## config.mk

```make
export PLATFORM = sky130hd
export DESIGN_NAME = toy_tage_ctr_ctrl
export DESIGN_NICKNAME = d
export VERILOG_FILES = /design/src/rtl/toy_tage_ctr_ctrl.sv
export SDC_FILE = /design/constraint.sdc
export NUM_CORES = 1
export LEC_CHECK = 0
export CORE_UTILIZATION = 42
export DETAILED_ROUTE_END_ITERATION = 12
export PLACE_DENSITY_LB_ADDON = 0.08
export SYNTH_ARGS = -nofsm -noshare
export SYNTH_HDL_FRONTEND = slang
export SYNTH_SLANG_ARGS = --single-unit
```

## constraint.sdc

```tcl
create_clock -name clk -period 3.6 [get_ports clk]
set_clock_uncertainty 0.1 [all_clocks]
set_input_delay 1.08 -clock clk [delete_from_list [all_inputs] [get_ports clk]]
set_output_delay 1.08 -clock clk [all_outputs]
set_load 0.05 [all_outputs]
```

## src/rtl/toy_tage_ctr_ctrl.sv

```systemverilog
// Saturating-counter table controller: single-port table shared between
// one-cycle lookups and three-cycle read-modify-write counter updates.
module toy_tage_ctr_ctrl #(
  parameter int ADDR_WIDTH = 32,
  parameter int DATA_WIDTH = 32,
  parameter int CTR_WIDTH  = 2
) (
  input  logic                  clk,
  input  logic                  rst_n,
  input  logic                  pred_vld,
  output logic                  pred_rdy,
  input  logic [ADDR_WIDTH-1:0] pred_idx,
  output logic                  pred_rsp_vld,
  output logic                  pred_rsp_taken,
  output logic [CTR_WIDTH-1:0]  pred_rsp_ctr,
  input  logic                  upd_vld,
  output logic                  upd_rdy,
  input  logic [ADDR_WIDTH-1:0] upd_idx,
  input  logic                  upd_taken,
  output logic                  mem_en,
  output logic [ADDR_WIDTH-1:0] mem_addr,
  input  logic [DATA_WIDTH-1:0] mem_rd_data,
  output logic [DATA_WIDTH-1:0] mem_wr_data,
  output logic                  mem_wr_en,
  output logic                  busy
);

  typedef enum logic [1:0] {
    IDLE   = 2'd0,
    UPD_RD = 2'd1,
    UPD_WR = 2'd2
  } state_t;

  state_t                  state_reg;
  state_t                  state_next;
  logic [ADDR_WIDTH-1:0]   idx_reg;
  logic                    taken_reg;
  logic [DATA_WIDTH-1:0]   word_reg;
  logic                    rsp_vld_reg;

  logic                    pred_acc;
  logic                    upd_acc;
  logic [CTR_WIDTH-1:0]    ctr_old;
  logic [CTR_WIDTH-1:0]    ctr_new;
  logic [DATA_WIDTH-1:0]   merged_word;

  // Ready is gated by rst_n so nothing is accepted while reset is held.
  assign pred_rdy = rst_n && (state_reg == IDLE);
  assign upd_rdy  = rst_n && (state_reg == IDLE) && !pred_vld;
  assign pred_acc = pred_vld && pred_rdy;
  assign upd_acc  = upd_vld && upd_rdy;
  assign busy     = (state_reg != IDLE);

  assign pred_rsp_vld   = rsp_vld_reg;
  assign pred_rsp_ctr   = mem_rd_data[CTR_WIDTH-1:0];
  assign pred_rsp_taken = mem_rd_data[CTR_WIDTH-1];

  assign ctr_old = word_reg[CTR_WIDTH-1:0];

  always_comb begin
    ctr_new = ctr_old;
    if (taken_reg && (ctr_old != {CTR_WIDTH{1'b1}})) begin
      ctr_new = ctr_old + 1'b1;
    end else if (!taken_reg && (ctr_old != {CTR_WIDTH{1'b0}})) begin
      ctr_new = ctr_old - 1'b1;
    end
  end

  // Splice the new counter into the low bits; upper bits pass through.
  genvar gi;
  generate
    for (gi = 0; gi < DATA_WIDTH; gi = gi + 1) begin : g_merge
      if (gi < CTR_WIDTH) begin : g_ctr
        assign merged_word[gi] = ctr_new[gi];
      end else begin : g_keep
        assign merged_word[gi] = word_reg[gi];
      end
    end
  endgenerate

  always_comb begin
    state_next  = state_reg;
    mem_en      = 1'b0;
    mem_wr_en   = 1'b0;
    mem_addr    = idx_reg;
    mem_wr_data = merged_word;
    case (state_reg)
      IDLE: begin
        if (pred_acc) begin
          mem_en   = 1'b1;
          mem_addr = pred_idx;
        end else if (upd_acc) begin
          mem_en     = 1'b1;
          mem_addr   = upd_idx;
          state_next = UPD_RD;
        end
      end
      UPD_RD: begin
        state_next = UPD_WR;
      end
      UPD_WR: begin
        mem_en     = 1'b1;
        mem_wr_en  = 1'b1;
        state_next = IDLE;
      end
      default: begin
        state_next = IDLE;
      end
    endcase
  end

  always_ff @(posedge clk or negedge rst_n) begin
    if (!rst_n) begin
      state_reg   <= IDLE;
      idx_reg     <= '0;
      taken_reg   <= 1'b0;
      word_reg    <= '0;
      rsp_vld_reg <= 1'b0;
    end else begin
      state_reg   <= state_next;
      rsp_vld_reg <= pred_acc;
      if (upd_acc) begin
        idx_reg   <= upd_idx;
        taken_reg <= upd_taken;
      end
      // Read data issued at update accept is valid during UPD_RD.
      if (state_reg == UPD_RD) begin
        word_reg <= mem_rd_data;
      end
    end
  end

endmodule

```

==> impl_metrics.prom <==
# TYPE chip_impl_metric gauge
chip_impl_metric{name="wl",unit="mm"} 10.07
chip_impl_metric{name="number_of_max_slew_violations_in_the_final_report",unit=""} 0
chip_impl_metric{name="ys_seq_elements",unit=""} 68
chip_impl_metric{name="floorplan.io_pins",unit=""} 174
chip_impl_metric{name="whs",unit="ns"} 0.4036
chip_impl_info{name="cts_tree",value="done"} 1
chip_impl_metric{name="floorplan.die_area",unit="um^2"} 9504
chip_impl_metric{name="storage_element_area",unit="um^2"} 1702
chip_impl_metric{name="normalized_max_slew_margin",unit="%"} 63.61
chip_impl_info{name="run_status",value="finished with violations"} 1
chip_impl_metric{name="area_growth_syn_to_layout",unit="%"} 62.92
chip_impl_metric{name="dp_hpwl",unit="mm"} 7.289
chip_impl_metric{name="finalSetupTns",unit="ns"} -0.02265
chip_impl_info{name="synthTopCellsByCount",value="sky130_fd_sc_hd__dfrtp_1 (68), sky130_fd_sc_hd__mux2_2 (58), sky130_fd_sc_hd__inv_1 (37)"} 1
chip_impl_info{name="timing.critical_path.to_type",value="primary output"} 1
chip_impl_metric{name="detail_route.first_pass.iterations",unit=""} 4
chip_impl_metric{name="power.switching",unit="uW"} 1351
chip_impl_metric{name="power.share.combinational",unit="%"} 51.5
chip_impl_metric{name="syn-num-nets",unit=""} 441
chip_impl_metric{name="layout_worst_path_cycle_share",unit="%"} 100.6
chip_impl_metric{name="latest_clock_arrival_within_the_worst_skew_pair",unit="ns"} 0.33
chip_impl_info{name="hold_path_class",value="flip-flop to flip-flop"} 1
chip_impl_info{name="startpoint_type",value="input pin"} 1
chip_impl_metric{name="layout.filler_cells",unit=""} 658
chip_impl_metric{name="dpl.cell_count",unit=""} 584
chip_impl_metric{name="cts_hold_buf",unit=""} 0
chip_impl_info{name="synth_area_leaders",value="sky130_fd_sc_hd__dfrtp_1 (44%), sky130_fd_sc_hd__mux2_2 (17%), sky130_fd_sc_hd__or3b_2 (7.3%)"} 1
chip_impl_metric{name="ys_warns",unit=""} 0
chip_impl_metric{name="swShare",unit="%"} 39.03
chip_impl_metric{name="postSynth.asyncResetShare",unit="%"} 100.0
chip_impl_metric{name="tritoncts.num_buffers",unit=""} 9
chip_impl_metric{name="drive_gt1_share",unit="%"} 37.04
chip_impl_metric{name="synth_enable_flop_cells",unit=""} 0
chip_impl_metric{name="grt_pass1_vias",unit=""} 3175
chip_impl_metric{name="routabilityCongestion",unit=""} 0.7830
chip_impl_metric{name="power.leakage",unit="uW"} 0.002714
chip_impl_metric{name="antennaDiodeCount",unit=""} 0
chip_impl_metric{name="cts_num_sinks",unit=""} 68
chip_impl_metric{name="grt-ovfl-total",unit=""} 0
chip_impl_metric{name="share_clk_of_total_power",unit="%"} 18.3
chip_impl_metric{name="cts.htree.levels",unit=""} 3
chip_impl_metric{name="report.final.hold_viol_count",unit=""} 0
chip_impl_info{name="clk_root_buffer_cell",value="sky130_fd_sc_hd__clkbuf_8"} 1
chip_impl_metric{name="flop_pwr_share",unit="%"} 30.1
chip_impl_metric{name="synth_top_area_share",unit="%"} 44.43
chip_impl_metric{name="width_of_the_chip",unit="um"} 97.49
chip_impl_metric{name="netlist_area",unit="um^2"} 3830
chip_impl_metric{name="first_iter_violations",unit=""} 99
chip_impl_metric{name="syn_avg_cell_area",unit="um^2"} 11.33
chip_impl_metric{name="track_usage",unit="%"} 21.14
chip_impl_metric{name="internal_power",unit="uW"} 2111
chip_impl_metric{name="die_height",unit="um"} 97.49
chip_impl_metric{name="clock_pin_slew_on_the_worst_setup_and_hold_paths",unit="ns"} 0.07
chip_impl_metric{name="largest_net_degree_at_the_start_of_global_routing",unit=""} 38
chip_impl_metric{name="num_vias",unit=""} 3157
chip_impl_metric{name="grt_pass1_wl",unit="mm"} 15.97
chip_impl_metric{name="setup_ws",unit="ns"} -0.02265
chip_impl_metric{name="synth.yosys.seq_area_share",unit="%"} 44.43
chip_impl_info{name="worstSetupPathType",value="input pin to primary output"} 1
chip_impl_metric{name="floorplan.rows",unit=""} 34
chip_impl_info{name="synth_most_common_cell",value="sky130_fd_sc_hd__dfrtp_1"} 1
chip_impl_metric{name="layout.nets",unit=""} 592
chip_impl_metric{name="detail_route.vias_per_cell",unit=""} 5.244
chip_impl_metric{name="final_cells",unit=""} 602
chip_impl_metric{name="cap_viol_max_count",unit=""} 0
chip_impl_info{name="synth-main-ff-cell",value="sky130_fd_sc_hd__dfrtp_1"} 1
chip_impl_metric{name="multiInputGateArea",unit="um^2"} 1659
chip_impl_metric{name="synthesis.instances",unit=""} 338
chip_impl_info{name="failed_checks",value="setup timing"} 1
chip_impl_metric{name="final_period_demand_of_the_worst_path",unit="ns"} 3.623
chip_impl_metric{name="core_footprint",unit="um^2"} 8763
chip_impl_metric{name="max-vdd-ir-drop",unit="uV"} 347.3
chip_impl_metric{name="arrival_time_at_the_worst_endpoint",unit="ns"} 2.44
chip_impl_metric{name="drt-wirelength-per-cell",unit="um"} 16.72
chip_impl_metric{name="io_buffers",unit=""} 173
chip_impl_info{name="unrepaired_setup_endpoints_after_global_routing",value="true"} 1
chip_impl_metric{name="pwr_density_cell",unit="nW/um^2"} 554.9
chip_impl_info{name="synth_largest_area_cell",value="sky130_fd_sc_hd__dfrtp_1"} 1
chip_impl_metric{name="timing_worst_slew_pin_value",unit="ns"} 0.5441
chip_impl_metric{name="number_of_antenna_violations_at_the_first_check_in_global_routing",unit=""} 0
chip_impl_metric{name="cp.required",unit="ns"} 2.42
chip_impl_metric{name="initial_standard_cell_utilization_of_the_core",unit="%"} 43.70
chip_impl_metric{name="timing.fmax",unit="MHz"} 276.0
chip_impl_metric{name="worst-path-max-fanout",unit=""} 28
chip_impl_metric{name="ant_nets",unit=""} 0
chip_impl_metric{name="yosys.cell_types.count",unit=""} 25
chip_impl_metric{name="buffers_from_clock_root_to_sink_at_most",unit=""} 2
chip_impl_metric{name="setup_viol",unit=""} 1
chip_impl_metric{name="drc",unit=""} 0
worst paths after layout:
path	from	to	slack [ns]	cells past startpoint
setup / recovery	rst_n	mem_addr[3]	-0.02	7
hold / removal	word_reg[24]	word_reg[24]	0.40	1
setup reg to reg	state_reg[0]	idx_reg[12]	1.65	6
hold reg to reg	word_reg[24]	word_reg[24]	0.40	1
max in group asynchronous	rst_n	idx_reg[25]	2.31	3
min in group asynchronous	rst_n	state_reg[1]	0.72	3
what timing repair did:
action,CTS,global route
gates cloned,1,0
buffers inserted,1,0
setup endpoints to repair,33,19
pin swaps,2,5
resized for setup,13,3
logic make-up (layout without fill, tap and decap cells):
group,Yosys count,in the layout,share of synthesized area (%)
fa+ha+maj,2,2,0.6533
simple gates,39,39,8.559
mux,66,66,20.06
buf+inv,95,251,13.07
xor+xnor,1,1,0.2287
compound gates,67,67,13.00
flops,68,68,44.43
cells in the final DEF, fill, tap and decap left out, drive strengths merged:
cell type      Yosys  layout
clkdlybuf4s50      0     132
dfrtp             68      68
mux2              65      65
buf               41      61
inv               37      37
or3b              33      33
o211ai            32      32
a22oi             32      32
clkbuf            16      11
clkinv             1       4
nor2               2       2
ha                 2       2
clkinvlp           0       2
nand3b             1       1
nor4bb             1       1
o21ai              1       1
a21oi              1       1
mux2i              1       1
xnor2              1       1
or2                1       1
a21o               1       1
nand2              1       1
bufinv             0       1
dlygate4sd2        0       1
clkdlybuf4s15      0       1
bufbuf             0       1
power groups by stage:
stage	clock network [uW]	registers, uW	logic [uW]
6_report	635	1040	1780
2_1_floorplan	0	1020	1140
4_1_cts	658	1040	1800
3_5_place_dp	0	1060	1770
3_3_place_gp	0	1050	1760
5_1_grt	689	1070	1860
worst max-delay path, cell delays in order:
cell and delay, ns:
sky130_fd_sc_hd__buf_6 0.07, sky130_fd_sc_hd__or3b_4 0.41, sky130_fd_sc_hd__clkinv_8 0.06, sky130_fd_sc_hd__nand3b_4 0.10, sky130_fd_sc_hd__buf_12 0.18, sky130_fd_sc_hd__o211ai_1 0.29
sky130_fd_sc_hd__clkbuf_16 0.23
per-layer routing:
layer | up-vias | global-route usage [%] | part of all wire (%)
met1 | 1548 | 26.28 | 43
met5 | - | 0 | 0
met4 | 0 | 7.919 | 1.8
li1 | 1484 | - | -
met2 | 110 | 35.29 | 49
met3 | 15 | 5.396 | 6.5
stage by stage:
step	utilization (%)	total power (uW)	setup WS, ns	area (um^2)
3_5_place_dp	67.96	2831	-0.3071	5956
4_1_cts	71.19	3502	-0.04747	6238
6_report	71.20	3462	-0.02265	6240
3_3_place_gp	67.96	2801	-0.2533	5956
2_1_floorplan	-	2168	-0.4025	3886
5_1_grt	71.20	3611	-0.08311	6240
layout make-up:
| cell class | instances | share of cell area, % |
|---|---|---|
| multi-input cells | 175 | 26.59 |
| clock buffers | 10 | 2.206 |
| repair buffers | 197 | 38.26 |
| flip-flops and latches | 68 | 27.27 |
| inverters | 38 | 2.486 |
| well taps | 108 | 2.166 |
| clock inverters | 6 | 1.023 |
Note: power is estimated with default switching activity, not from simulation.
==> edit 1 (same flow settings) <==
The output `pred_rsp_vld` loses its register stage (`rsp_vld_reg` becomes a continuous assignment).
--- a/src/rtl/toy_tage_ctr_ctrl.sv
+++ b/src/rtl/toy_tage_ctr_ctrl.sv
@@ -117,6 +117,4 @@
       word_reg    <= '0;
-      rsp_vld_reg <= 1'b0;
     end else begin
       state_reg   <= state_next;
-      rsp_vld_reg <= pred_acc;
       if (upd_acc) begin
@@ -132,2 +130,4 @@
 
+  assign rsp_vld_reg = pred_acc;
+
 endmodule
Behaviour: not the same (Yosys sat finds a counterexample within 4 cycles, from zero or initial values and one cycle with rst_n low).
==> edit 1 against the original RTL <==
The run still ends with setup timing left; total power down 0.94%; via count up 1.6%; fmax down 0.90%; worst setup slack worse by 33 ps; sequential share of layout area down 0.63 points; design area up 0.86%; critical path depth unchanged; clock power down 4.1%; synthesized area down 0.65%; wire length up 2.8%; global-route usage up 1.4 points; first-iteration DRC count down 1.0%; register-to-register slack worse by 140 ps; sequential cell count down 1; critical path type unchanged; highest routed layer unchanged.
==> edit 1: results (changes against the original RTL) <==
<table>
<tr><th>Metric</th><th>Value</th></tr>
<tr><th colspan="2">Status</th></tr>
<tr><td>Run status</td><td>complete, but fails checks</td></tr>
<tr><td>Violated checks</td><td>setup timing</td></tr>
<tr><th colspan="2">Place</th></tr>
<tr><td>Detailed placement HPWL</td><td>7040 um (-3.5%)</td></tr>
<tr><td>Global placement routability congestion</td><td>0.770 (-1.6%)</td></tr>
<tr><td>Place WS</td><td>-284 ps (+23.3 ps)</td></tr>
<tr><td>Post-placement cell count</td><td>586 (+0.34%)</td></tr>
<tr><th colspan="2">Global routing</th></tr>
<tr><td>Vias in the first global route</td><td>3375 (+6.3%)</td></tr>
<tr><td>Overall Global Routing Usage</td><td>22.5% (+1.4 points)</td></tr>
<tr><th colspan="2">Yosys</th></tr>
<tr><td>Synthesized instance count</td><td>337 (-0.30%)</td></tr>
<tr><td>Cell types occupying the most area after synthesis</td><td>dfrtp_1 44%, mux2_2 17%, or3b_2 7.4%</td></tr>
<tr><td>Register area share after synthesis</td><td>44.1% (-0.37 points)</td></tr>
<tr><td>Post-Syn Nets</td><td>440 (-0.23%)</td></tr>
<tr><th colspan="2">Hold path</th></tr>
<tr><td>Min-Delay Startpoint</td><td>word_reg[31]</td></tr>
<tr><th colspan="2">Final layout</th></tr>
<tr><td>Non-filler instance count after layout</td><td>615 (+2.2%)</td></tr>
<tr><td>Fraction of final layout cells sized beyond drive strength 1</td><td>38.7% (+1.6 points)</td></tr>
<tr><td>Net count, final</td><td>605 (+2.2%)</td></tr>
<tr><td>Filler cell count in the final layout</td><td>627 (-4.7%)</td></tr>
<tr><th colspan="2">Worst setup path</th></tr>
<tr><td>Critical Path Sink</td><td>mem_addr[25]</td></tr>
<tr><td>Data arrival at the endpoint of the critical path</td><td>2480 ps (+40 ps)</td></tr>
<tr><td>Worst setup slack for register-to-register paths</td><td>1510 ps (-140 ps)</td></tr>
<tr><td>Cells on worst reg2reg path</td><td>7 (+1)</td></tr>
<tr><td>CP max FO</td><td>12 (-57%)</td></tr>
<tr><td>Critical register-to-register path endpoint</td><td>idx_reg[30]</td></tr>
<tr><th colspan="2">Timing</th></tr>
<tr><td>Worst setup slack after layout</td><td>-55.5 ps (-32.9 ps)</td></tr>
<tr><td>Slew margin rel.</td><td>42.7% (-21 points)</td></tr>
<tr><td>Number of failing setup endpoints in the final timing report</td><td>17 (+16)</td></tr>
<tr><th colspan="2">Routing</th></tr>
<tr><td>Number of DRC violations after detailed-routing iteration 0</td><td>98 (-1.0%)</td></tr>
<tr><td>Sum of routed wire length over all layers</td><td>10300 um (+2.8%)</td></tr>
<tr><th colspan="2">Power and ir drop</th></tr>
<tr><td>Cell leakage power</td><td>2.76 nW (+1.8%)</td></tr>
</table>
edit 1: cell count changes after synthesis:
cell | unedited run | this run
dfrtp_1 | 68 | 67
edit 1: per-layer routing:
metal | global-route usage (%) | vias to the layer above | part of all wire (%)
li1 | - | 1498 | -
met1 | 28.9 | 1578 | 43
met2 | 37.4 | 121 | 49
met3 | 5.40 | 11 | 6.7
met4 | 7.23 | 0 | 1.2
met5 | 0 | - | 0
edit 1: repair_timing:
item	4_1_cts	5_1_grt
gates cloned	3	1
buffers inserted	6	3
gates resized for setup	21	4
pin swaps	6	5
endpoints found under the setup margin	33	32
edit 1: final cells by class:
type,instances,area share [%]
clock buffer,11,2.09
inverter,38,2.47
sequential,67,26.6
multi-input combinational,175,26.3
timing repair buffer,211,39.5
clock inverter,5,0.855
tap,108,2.15
edit 1: worst min path at each step:
stage,endpoint,slack (ps)
final,word_reg[31],410
after global routing,word_reg[7],420
after CTS,word_reg[16],410
after detailed placement,word_reg[5],390
after global placement,word_reg[5],390
after floorplan,word_reg[24],380
edit 1: where the power goes:
part           switching, W  internal (W)  total (W)
Combinational      0.000954      0.000840    0.00179
Clock              0.000291      0.000318   0.000609
Sequential         0.000103      0.000924    0.00103
edit 1: critical path: stages:
cell	delay [ps]
buf_6	70
or3b_4	420
clkinv_8	60
nand3b_4	150
buf_12	190
o211ai_1	270
clkbuf_16	230
edit 1: cells by family (layout without fill, tap and decap cells):
| kind of cell | count (synthesis) | after routing | synth area share (%) |
|---|---|---|---|
| XOR/XNOR | 1 | 1 | 0.230 |
| AO/OA/AOI/OAI | 67 | 67 | 13.1 |
| buffers and inverters | 95 | 265 | 13.2 |
| flip-flops | 67 | 67 | 44.1 |
| adder cells (fa/ha/maj) | 2 | 2 | 0.658 |
| multiplexers | 66 | 66 | 20.2 |
| AND/OR/NAND/NOR | 39 | 39 | 8.62 |
edit 1: stage by stage:
| stage | cell area, sq um | TNS, ps |
|---|---|---|
| floorplan | 3860 | -12460 |
| global placement | 5940 | -7910 |
| detailed placement | 5940 | -8490 |
| CTS | 6260 | -125 |
| global route | 6290 | -1920 |
| finish | 6290 | -335 |
==> edit 2 (same settings) <==
Without the edit above. The parameter `CTR_WIDTH` goes from 2 to 4.
--- a/src/rtl/toy_tage_ctr_ctrl.sv
+++ b/src/rtl/toy_tage_ctr_ctrl.sv
@@ -5,3 +5,3 @@
   parameter int DATA_WIDTH = 32,
-  parameter int CTR_WIDTH  = 2
+  parameter int CTR_WIDTH  = 4
 ) (
Interface: changed (resized pred_rsp_ctr); port bits go from 174 to 176. No check against the original RTL was run, so the function may have changed too.
==> edit 2 against the original RTL <==
Total power increased by 0.64%; die area is 1.5% lower; final cell count is 1.8% lower; global-route usage is 0.10 points higher; worst setup slack better by 120 ps; sequential cell count is the same; hold slack better by 4.5 ps; largest power group unchanged; critical path type unchanged; design area is 5.6% lower; wire length shrank 0.59%; synthesized area is 1.6% lower; combinational power fell by 7%.
==> edit 2: results (changes against the original RTL) <==
<table>
<tr><th>Metric</th><th>Value</th></tr>
<tr><th colspan="2">Worst setup path</th></tr>
<tr><td>Max stage delay on crit path</td><td>320 ps (-90 ps)</td></tr>
<tr><td>Cells on worst reg2reg path</td><td>7 (+1)</td></tr>
<tr><td>Worst setup slack for register-to-register paths</td><td>1310 ps (-340 ps)</td></tr>
<tr><td>Critical Path Sink</td><td>mem_addr[30]</td></tr>
<tr><td>First element of the critical path</td><td>upd_vld</td></tr>
<tr><td>CP max FO</td><td>16 (-43%)</td></tr>
<tr><td>Critical register-to-register path endpoint</td><td>idx_reg[26]</td></tr>
<tr><th colspan="2">Final layout</th></tr>
<tr><td>Fraction of final layout cells sized beyond drive strength 1</td><td>36.9% (-0.19 points)</td></tr>
<tr><td>Net count, final</td><td>581 (-1.9%)</td></tr>
<tr><th colspan="2">Yosys</th></tr>
<tr><td>Register area share after synthesis</td><td>45.1% (+0.71 points)</td></tr>
<tr><td>Cell types occupying the most area after synthesis</td><td>dfrtp_1 45%, mux2_4 12%, mux2_2 11%</td></tr>
<tr><td>Number of different library cells in the post-synthesis netlist</td><td>34 (+36%)</td></tr>
<tr><td>Synth cell count leaders</td><td>68 x dfrtp_1, 64 x o22ai_1, 36 x mux2_2</td></tr>
<tr><td>Post-Syn Nets</td><td>437 (-0.91%)</td></tr>
<tr><th colspan="2">Place</th></tr>
<tr><td>Detailed placement HPWL</td><td>7050 um (-3.2%)</td></tr>
<tr><td>Place WS</td><td>-65.1 ps (+242 ps)</td></tr>
<tr><th colspan="2">Hold path</th></tr>
<tr><td>Min-Delay Startpoint</td><td>word_reg[4]</td></tr>
<tr><th colspan="2">Routing</th></tr>
<tr><td>Detail-routed via count per cell</td><td>5.37 (+2.3%)</td></tr>
<tr><td>Sum of routed wire length over all layers</td><td>10000 um (-0.59%)</td></tr>
<tr><td>Routed wire per std cell</td><td>16.9 um (+1.3%)</td></tr>
<tr><th colspan="2">Power and ir drop</th></tr>
<tr><td>Cell leakage power</td><td>2.54 nW (-6.5%)</td></tr>
<tr><td>Peak supply drop</td><td>0.275 mV (-21%)</td></tr>
<tr><th colspan="2">Global routing</th></tr>
<tr><td>Largest net degree at the start of global routing</td><td>34 (-11%)</td></tr>
<tr><td>Wire length of the first global-routing pass</td><td>15800 um (-0.73%)</td></tr>
<tr><td>Vias in the first global route</td><td>3241 (+2.1%)</td></tr>
<tr><th colspan="2">Timing</th></tr>
<tr><td>Worst setup slack after layout</td><td>101 ps (+124 ps)</td></tr>
<tr><td>Number of failing setup endpoints in the final timing report</td><td>0 (-1)</td></tr>
<tr><th colspan="2">Status</th></tr>
<tr><td>Run status</td><td>finished clean</td></tr>
<tr><th colspan="2">CTS</th></tr>
<tr><td>Setup bufs post-CTS</td><td>0 (-1)</td></tr>
</table>
[edit 2: cell types whose count changed in the layout (fill, tap and decap cells not counted), moves of 3 or more]
cell / unedited run / this run
o21ai_0: 1 / 4
mux2_4: 7 / 29
buf_4: 15 / 42
mux2_2: 58 / 36
o22ai_1: 0 / 63
a22oi_1: 31 / 0
clkdlybuf4s50_1: 132 / 128
buf_12: 39 / 12
buf_6: 6 / 2
a21oi_2: 0 / 32
or3b_2: 32 / 1
o211ai_1: 32 / 1
inv_1: 37 / 9
[edit 2: report_power, final]
group,total (W),internal [W],switching (W)
Sequential,0.00107,0.000935,0.000134
Clock,0.000762,0.000462,0.000300
Combinational,0.00165,0.000686,0.000966
[edit 2: layout make-up]
| cell class | instances | area (sq um) |
|---|---|---|
| fillers | 695 | 2830 |
| repair buffers | 192 | 1960 |
| multi-input cells | 196 | 1810 |
| flip-flops and latches | 68 | 1700 |
| well taps | 108 | 135 |
| clock buffers | 10 | 128 |
| clock inverters | 6 | 113 |
| inverters | 11 | 41.3 |
[edit 2: worst reg2reg max path, cell delays in order (launching register included)]
cell	delay, ps
dfrtp_1	460
nor2_1	170
nand2_1	100
inv_2	180
buf_12	190
nand3_4	350
buf_12	320
mux2_4	310
[edit 2: what timing repair did]
action	in CTS	in global routing
gates cloned	1	1
hold buffers	0	0
endpoints found under the hold margin	0	0
setup endpoints to repair	25	29
resized for setup	9	5
[edit 2: layer usage]
layer / vias up / share of wire (%) / global-route usage, %
met3: 12 / 6.5 / 5.42
met4: 0 / 1.5 / 7.35
li1: 1503 / - / -
met1: 1551 / 43 / 27.0
met5: - / 0 / 0
met2: 106 / 49 / 35.1
[edit 2: worst min-delay path by stage]
stage | to | slack, ps | cells past startpoint
after floorplan | word_reg[24] | 380 | 1
after global placement | word_reg[29] | 390 | 1
after detailed placement | word_reg[7] | 390 | 1
after CTS | word_reg[4] | 410 | 1
after global routing | word_reg[30] | 430 | 1
final | word_reg[4] | 410 | 1
[edit 2: cells by family after synthesis]
family	count (synthesis)	synth area share, %
adder cells (fa/ha/maj)	2	0.664
AO/OA/AOI/OAI	110	17.2
XOR/XNOR	1	0.232
flip-flops	68	45.1
AND/OR/NAND/NOR	18	3.25
buffers and inverters	70	11.2
multiplexers	65	22.3
[edit 2: per-stage QoR]
step	total power, W	area, sq um	TNS [ps]
floorplan	0.00228	3890	0
detailed placement	0.00273	5550	-247
global placement	0.00271	5550	-73.0
finish	0.00348	5890	0
CTS	0.00351	5850	0
global route	0.00363	5890	0
